===== src/rtl/sfa_pkg.sv =====
// Shared constants, state type and the round-robin helper for the tile input arbiter.
package sfa_pkg;

   localparam logic [1:0] PORT_N      = 2'd0;
   localparam logic [1:0] PORT_E      = 2'd1;
   localparam logic [1:0] PORT_S      = 2'd2;
   localparam logic [1:0] PORT_W      = 2'd3;
   localparam int         CONF_RR_BIT = 2;

   typedef enum logic {
      ARB_IDLE,
      ARB_LOCKED
   } arb_state_t;

   // Returns {found, port}. The port is the first valid one found when scanning
   // upward from last+1, wrapping, with last itself checked at the very end.
   function automatic logic [2:0] rr_pick(input logic [1:0] last, input logic [3:0] valid);
      logic [2:0] result;
      logic [1:0] idx;
      result = 3'b000;
      for (int k = 4; k >= 1; k--) begin
         idx = last + 2'(k);
         if (valid[idx]) result = {1'b1, idx};
      end
      return result;
   endfunction

endpackage


===== src/rtl/sfa_axis_skid.sv =====
// Two-entry AXI-Stream register slice. The upstream ready is a flop holding
// "not full", so nothing combinational runs from m_tready to s_tready.
module sfa_axis_skid #(
   parameter int DATA_WIDTH = 32
) (
   input  logic                  clock,
   input  logic                  reset,
   input  logic                  s_tvalid,
   input  logic [DATA_WIDTH-1:0] s_tdata,
   output logic                  s_tready,
   output logic                  m_tvalid,
   output logic [DATA_WIDTH-1:0] m_tdata,
   input  logic                  m_tready
);

   logic [1:0]            count;
   logic [1:0]            count_next;
   logic [DATA_WIDTH-1:0] head;
   logic [DATA_WIDTH-1:0] tail;
   logic                  push;
   logic                  pop;

   assign push     = s_tvalid & s_tready;
   assign pop      = m_tvalid & m_tready;
   assign m_tvalid = (count != 2'd0);
   assign m_tdata  = head;

   // Occupancy after this edge; a simultaneous push and pop leaves it unchanged.
   always_comb begin
      count_next = count;
      if (push && !pop) begin
         count_next = count + 2'd1;
      end else if (pop && !push) begin
         count_next = count - 2'd1;
      end
   end

   // Head always drives the output; the tail only holds the beat caught while stalled.
   always_ff @(posedge clock) begin
      if (reset) begin
         count    <= 2'd0;
         head     <= '0;
         tail     <= '0;
         s_tready <= 1'b0;
      end else begin
         count    <= count_next;
         s_tready <= (count_next != 2'd2);
         if (push && !pop) begin
            if (count == 2'd0) begin
               head <= s_tdata;
            end else begin
               tail <= s_tdata;
            end
         end else if (pop && !push) begin
            head <= tail;
         end else if (push && pop) begin
            if (count == 2'd1) begin
               head <= s_tdata;
            end else begin
               head <= tail;
               tail <= s_tdata;
            end
         end
      end
   end

endmodule


===== src/rtl/sfa_in_arbiter.sv =====
// Tile input arbiter: merges the N/E/S/W streams onto one output, using either
// a fixed port or burst-granular round-robin, and drives the output through a skid slice.
module sfa_in_arbiter
   import sfa_pkg::*;
#(
   parameter int DATA_WIDTH = 32,
   parameter int BURST_LEN  = 16
) (
   input  logic                  ACLK,
   input  logic                  ARESET,
   input  logic [2:0]            CONF,
   input  logic                  sn_tvalid,
   input  logic [DATA_WIDTH-1:0] sn_tdata,
   output logic                  sn_tready,
   input  logic                  se_tvalid,
   input  logic [DATA_WIDTH-1:0] se_tdata,
   output logic                  se_tready,
   input  logic                  ss_tvalid,
   input  logic [DATA_WIDTH-1:0] ss_tdata,
   output logic                  ss_tready,
   input  logic                  sw_tvalid,
   input  logic [DATA_WIDTH-1:0] sw_tdata,
   output logic                  sw_tready,
   input  logic                  mo_tready,
   output logic                  mo_tvalid,
   output logic [DATA_WIDTH-1:0] mo_tdata,
   output logic [1:0]            grant,
   output logic                  busy
);

   localparam int              CNT_W    = $clog2(BURST_LEN);
   localparam logic [CNT_W-1:0] CNT_LAST = CNT_W'(BURST_LEN - 1);

   arb_state_t            state;
   logic [1:0]            grant_q;
   logic [1:0]            rr_last;
   logic                  rr_mode;
   logic [CNT_W-1:0]      beat_cnt;
   logic                  locked;
   logic [3:0]            in_valid;
   logic [DATA_WIDTH-1:0] in_data [4];
   logic                  sel_valid;
   logic [DATA_WIDTH-1:0] sel_data;
   logic [2:0]            rr_choice;
   logic                  pick_valid;
   logic [1:0]            pick_port;
   logic                  skid_ready;
   logic                  skid_in_valid;
   logic                  accept;
   logic                  release_burst;

   assign in_valid   = {sw_tvalid, ss_tvalid, se_tvalid, sn_tvalid};
   assign in_data[0] = sn_tdata;
   assign in_data[1] = se_tdata;
   assign in_data[2] = ss_tdata;
   assign in_data[3] = sw_tdata;

   assign locked        = (state == ARB_LOCKED);
   assign skid_in_valid = locked & sel_valid;
   assign accept        = locked & sel_valid & skid_ready;
   assign release_burst = locked & ((rr_mode & accept & (beat_cnt == CNT_LAST)) |
                                    (~sel_valid & skid_ready));

   assign sn_tready = locked & skid_ready & (grant_q == PORT_N);
   assign se_tready = locked & skid_ready & (grant_q == PORT_E);
   assign ss_tready = locked & skid_ready & (grant_q == PORT_S);
   assign sw_tready = locked & skid_ready & (grant_q == PORT_W);
   assign grant     = grant_q;
   assign busy      = locked;

   // Route the currently granted input towards the skid slice.
   always_comb begin
      sel_valid = in_valid[grant_q];
      sel_data  = in_data[grant_q];
   end

   // Candidate for the next grant: the configured port, or the next valid port after rr_last.
   always_comb begin
      rr_choice  = rr_pick(rr_last, in_valid);
      pick_port  = CONF[1:0];
      pick_valid = in_valid[CONF[1:0]];
      if (CONF[CONF_RR_BIT]) begin
         pick_port  = rr_choice[1:0];
         pick_valid = rr_choice[2];
      end
   end

   // Arbiter FSM: CONF is sampled only when a grant is made; a burst ends on its last beat or on a gap.
   always_ff @(posedge ACLK) begin
      if (ARESET) begin
         state    <= ARB_IDLE;
         grant_q  <= PORT_N;
         rr_last  <= PORT_W;
         rr_mode  <= 1'b0;
         beat_cnt <= '0;
      end else begin
         case (state)
            ARB_IDLE: begin
               if (pick_valid) begin
                  grant_q  <= pick_port;
                  rr_mode  <= CONF[CONF_RR_BIT];
                  beat_cnt <= '0;
                  state    <= ARB_LOCKED;
               end
            end
            ARB_LOCKED: begin
               if (accept) begin
                  beat_cnt <= beat_cnt + 1'b1;
               end
               if (release_burst) begin
                  rr_last <= grant_q;
                  state   <= ARB_IDLE;
               end
            end
            default: state <= ARB_IDLE;
         endcase
      end
   end

   sfa_axis_skid #(
      .DATA_WIDTH(DATA_WIDTH)
   ) u_skid (
      .clock   (ACLK),
      .reset   (ARESET),
      .s_tvalid(skid_in_valid),
      .s_tdata (sel_data),
      .s_tready(skid_ready),
      .m_tvalid(mo_tvalid),
      .m_tdata (mo_tdata),
      .m_tready(mo_tready)
   );

endmodule

===== config.mk =====
export PLATFORM = sky130hd
export DESIGN_NAME = sfa_in_arbiter
export DESIGN_NICKNAME = d
export VERILOG_FILES = /design/src/rtl/sfa_pkg.sv /design/src/rtl/sfa_axis_skid.sv /design/src/rtl/sfa_in_arbiter.sv
export SDC_FILE = /design/constraint.sdc
export NUM_CORES = 1
export LEC_CHECK = 0
export CAP_MARGIN = 20
export CORE_UTILIZATION = 35
export DETAILED_ROUTE_END_ITERATION = 7
export MAX_ROUTING_LAYER = met4
export PLACE_DENSITY = 0.68
export SYNTH_ARGS = -nofsm -noshare
export SYNTH_HDL_FRONTEND = slang
export SYNTH_HIERARCHICAL = 1
export SYNTH_SLANG_ARGS = --single-unit

===== constraint.sdc =====
create_clock -name ACLK -period 6 [get_ports ACLK]
set_input_delay 1.8 -clock ACLK [delete_from_list [all_inputs] [get_ports ACLK]]
set_output_delay 1.8 -clock ACLK [all_outputs]
set_load 0.05 [all_outputs]

==> results.json <==
{
  "min_to": "u_skid/m_tdata[20]",
  "synth_edf_count": 0,
  "timing.rr.start": "grant[0]",
  "htreeDepth": 3,
  "rsz0062_at_grt": "false",
  "postSynthAreaPerCell_um2": 10.3,
  "worst-path-buf-inv": 2,
  "io_pins": 178,
  "timing.hold.ws_ns": 0.446,
  "ant_nets": 0,
  "violations": "design-rule violations",
  "ys_warn_count": 6,
  "grt_pass1_wl_um": 18800,
  "place_congestion": 0.819,
  "cp-end-kind": "flip-flop",
  "synthArstFlopShare_pct": 0,
  "r2r_setup_slack_ns": 2.58,
  "port_buffers": 177,
  "peakVddDrop_uv": 173,
  "hpwl_um": 8380,
  "fin_crit_sh_pct": 72.2,
  "max_stage_delay_ns": 0.66,
  "grt.total_usage_pct": 19.0,
  "die_x_um": 112,
  "grt_pass1_vias": 4023,
  "synth_largest_area_cell": "dfxtp_1",
  "synth_nets": 555,
  "core_area_um2": 11600,
  "cts-root-buf": "clkbuf_16",
  "grt_antenna_before_repair": 0,
  "ys_top_cells_by_count": "77 x dfxtp_1, 66 x mux2i_1, 41 x nand2_1, 41 x nor2_1, 33 x mux4_2",
  "power.leakage_nw": 2.09,
  "fp.dieH_um": 112,
  "min_path_type": "reg2reg",
  "wire_per_inst_um": 15.6,
  "rows": 39,
  "ys.flop_type": "dfxtp_1",
  "crit_arrival_ns": 4.58,
  "drc_errors": 12,
  "outcome": "finished, violations left",
  "max_cap_violations": 0,
  "yosysTopAreaCellShare_pct": 36.2,
  "critical_path_required_ns": 6.25,
  "ys_ff_latch": 77,
  "drv_slew": 0,
  "crit_family": "buffers and inverters",
  "worst_slew_pin_slew_ns": 0.956,
  "dr.first_iter.drc_count": 87,
  "relSlewSlack_pct": 36.3,
  "r2r_end": "u_skid/m_tdata[9]",
  "yosysSeqAreaShare_pct": 36.2,
  "cts_max_path_buffers": 2,
  "setup_viol": 0,
  "hold_buffers": 0,
  "p_per_area_nw_per_um2": 296,
  "cts_resized": 0,
  "numCtsBuffers": 9,
  "synth_area_leaders": "dfxtp_1 36%, mux4_2 17%, mux2i_1 16%",
  "rr_worst_depth": 8,
  "area_delta_synth_final_pct": 49.1,
  "grt_max_degree": 47,
  "worst_hold_startpoint": "u_skid/m_tdata[20]",
  "whs_path_depth": 2,
  "first_pass_iters": 6,
  "critPathMostFrequentCell": "and2_1",
  "diodes": 0,
  "clk_pin_slew_ns": 0.06,
  "worstSetupPathType": "in2reg",
  "path_cells": "clkdlybuf4s50_1, mux4_2, and2_1, and2_1, a211oi_4, buf_4, nand2_1, o21ai_1",
  "nNetsFinal": 717,
  "cts.sinks": 77,
  "cts_tree": "yes",
  "overflow": 0,
  "syn_area_um2": 4260,
  "syn_inst": 413,
  "dieArea_um2": 12600,
  "cts_setup_buffers": 0,
  "clkLatencyLatePin_ns": 0.32,
  "ys_types": 46,
  "cp-start-kind": "input port",
  "timing.final.hold_violations": 0,
  "layout-drive-gt1-share_pct": 10.7,
  "totalWireLength_um": 11300,
  "num_vias": 3749,
  "final.min_clock_period_ns": 4.33,
  "crit_slowest_cell": "a211oi_4",
  "initial_core_util_pct": 36.7,
  "viasPerCell": 5.19,
  "fmax_mhz": 231,
  "path_max_fanout": 18,
  "synthMostInstantiatedCell": "dfxtp_1",
  "tns_ns": 0,
  "fin_worst_skew_ns": 0.00921,
  "nFillCells": 1057
}
## layout by cell type, fill, tap and decap left out, types with 2 or more instances in the layout
master / Yosys / routed
clkdlybuf4s50_1: 0 / 176
dfxtp_1: 77 / 75
mux2i_1: 66 / 66
nand2_1: 41 / 41
nor2_1: 41 / 41
mux4_2: 33 / 33
o21ai_1: 30 / 30
a21oi_1: 11 / 11
inv_1: 9 / 9
clkbuf_16: 0 / 9
nand2b_1: 7 / 7
nor3_1: 6 / 6
o21ai_0: 6 / 6
nand3_1: 5 / 5
o211ai_1: 5 / 5
nor2b_1: 4 / 4
ha_1: 4 / 4
and2_1: 3 / 3
nor3b_1: 3 / 3
a211oi_1: 3 / 3
a31oi_1: 3 / 3
clkinvlp_4: 0 / 3
buf_4: 1 / 3
a311oi_4: 2 / 2
nand4_1: 2 / 2
xor2_1: 2 / 2
clkbuf_1: 17 / 2
dfxtp_2: 0 / 2
a211oi_4: 1 / 2
## layer usage
| metal | part of all wire (%) | global-route usage (%) | wire length [um] | vias to the layer above |
|---|---|---|---|---|
| met2 | 53 | 35.1 | 6010 | 91 |
| met5 | 0 | - | 0 | - |
| li1 | - | - | - | 1832 |
| met1 | 40 | 20.2 | 4490 | 1809 |
| met3 | 5.0 | 4.00 | 561 | 17 |
| met4 | 1.7 | 5.78 | 197 | 0 |
## state kept, by name, summed over array words and instances, names as in the netlist
name / cells
beat_cnt: 4
busy: 1
grant: 2
rr_last: 2
rr_mode: 1
u_skid/count: 2
u_skid/m_tdata: 32
u_skid/s_tready: 1
u_skid/tail: 32
## worst reg2reg max path, stage by stage (launching register included)
cell	delay, ns
dfxtp_2	0.54
buf_4	0.55
mux4_2	0.62
and2_1	0.21
and2_1	0.25
a211oi_4	0.66
buf_4	0.36
nand2_1	0.10
o21ai_1	0.07
## per-stage QoR
step           utilization (%)  area (um2)  setup slack (ns)  total power [W]  instances
2_1_floorplan                -        4260              1.67          0.00118        413
5_1_grt                   54.7        6350              1.45          0.00198        723
3_3_place_gp              52.4        6080              1.42          0.00139        707
6_report                  54.7        6350              1.67          0.00188        723
4_1_cts                   54.7        6350              1.62          0.00190        723
3_5_place_dp              52.4        6080              1.35          0.00141        707
## power by group
part	switching (W)	leakage (nW)	internal [W]
combinational	0.000418	1.35	0.000364
sequential	0.0000520	0.623	0.000555
clock	0.000208	0.122	0.000281
total	0.000677	2.09	0.00120
## worst max-delay path by stage
stage              start  slack, ns  depth (start not counted)            endpoint
2_1_floorplan   grant[1]       1.67                          3           ss_tready
3_3_place_gp   sw_tvalid       1.42                          8   u_skid/m_tdata[3]
3_5_place_dp   sw_tvalid       1.35                          8   u_skid/m_tdata[9]
4_1_cts         grant[0]       1.62                          3           sw_tready
5_1_grt        sw_tvalid       1.45                          8  u_skid/m_tdata[16]
6_report       sw_tvalid       1.67                          8   u_skid/m_tdata[9]
## logic make-up (layout without fill, tap and decap cells)
group           Yosys count  in the layout  share of synthesized area [%]
compound gates           70             70                           11.1
xor+xnor                  3              3                          0.617
fa+ha+maj                 4              4                           1.18
buf+inv                  39            206                           4.88
flops                    77             77                           36.2
mux                      99             99                           33.0
simple gates            121            121                           13.0
## cell type report
type	count	area, um2	share of cell area (%)
multi-input cells	297	2520	39.6
repair buffers	181	1810	28.5
flip-flops and latches	77	1540	24.3
clock buffers	11	233	3.66
well taps	143	179	2.82
clock inverters	5	36.3	0.571
inverters	9	33.8	0.532
(Power assumes the default switching activity.)
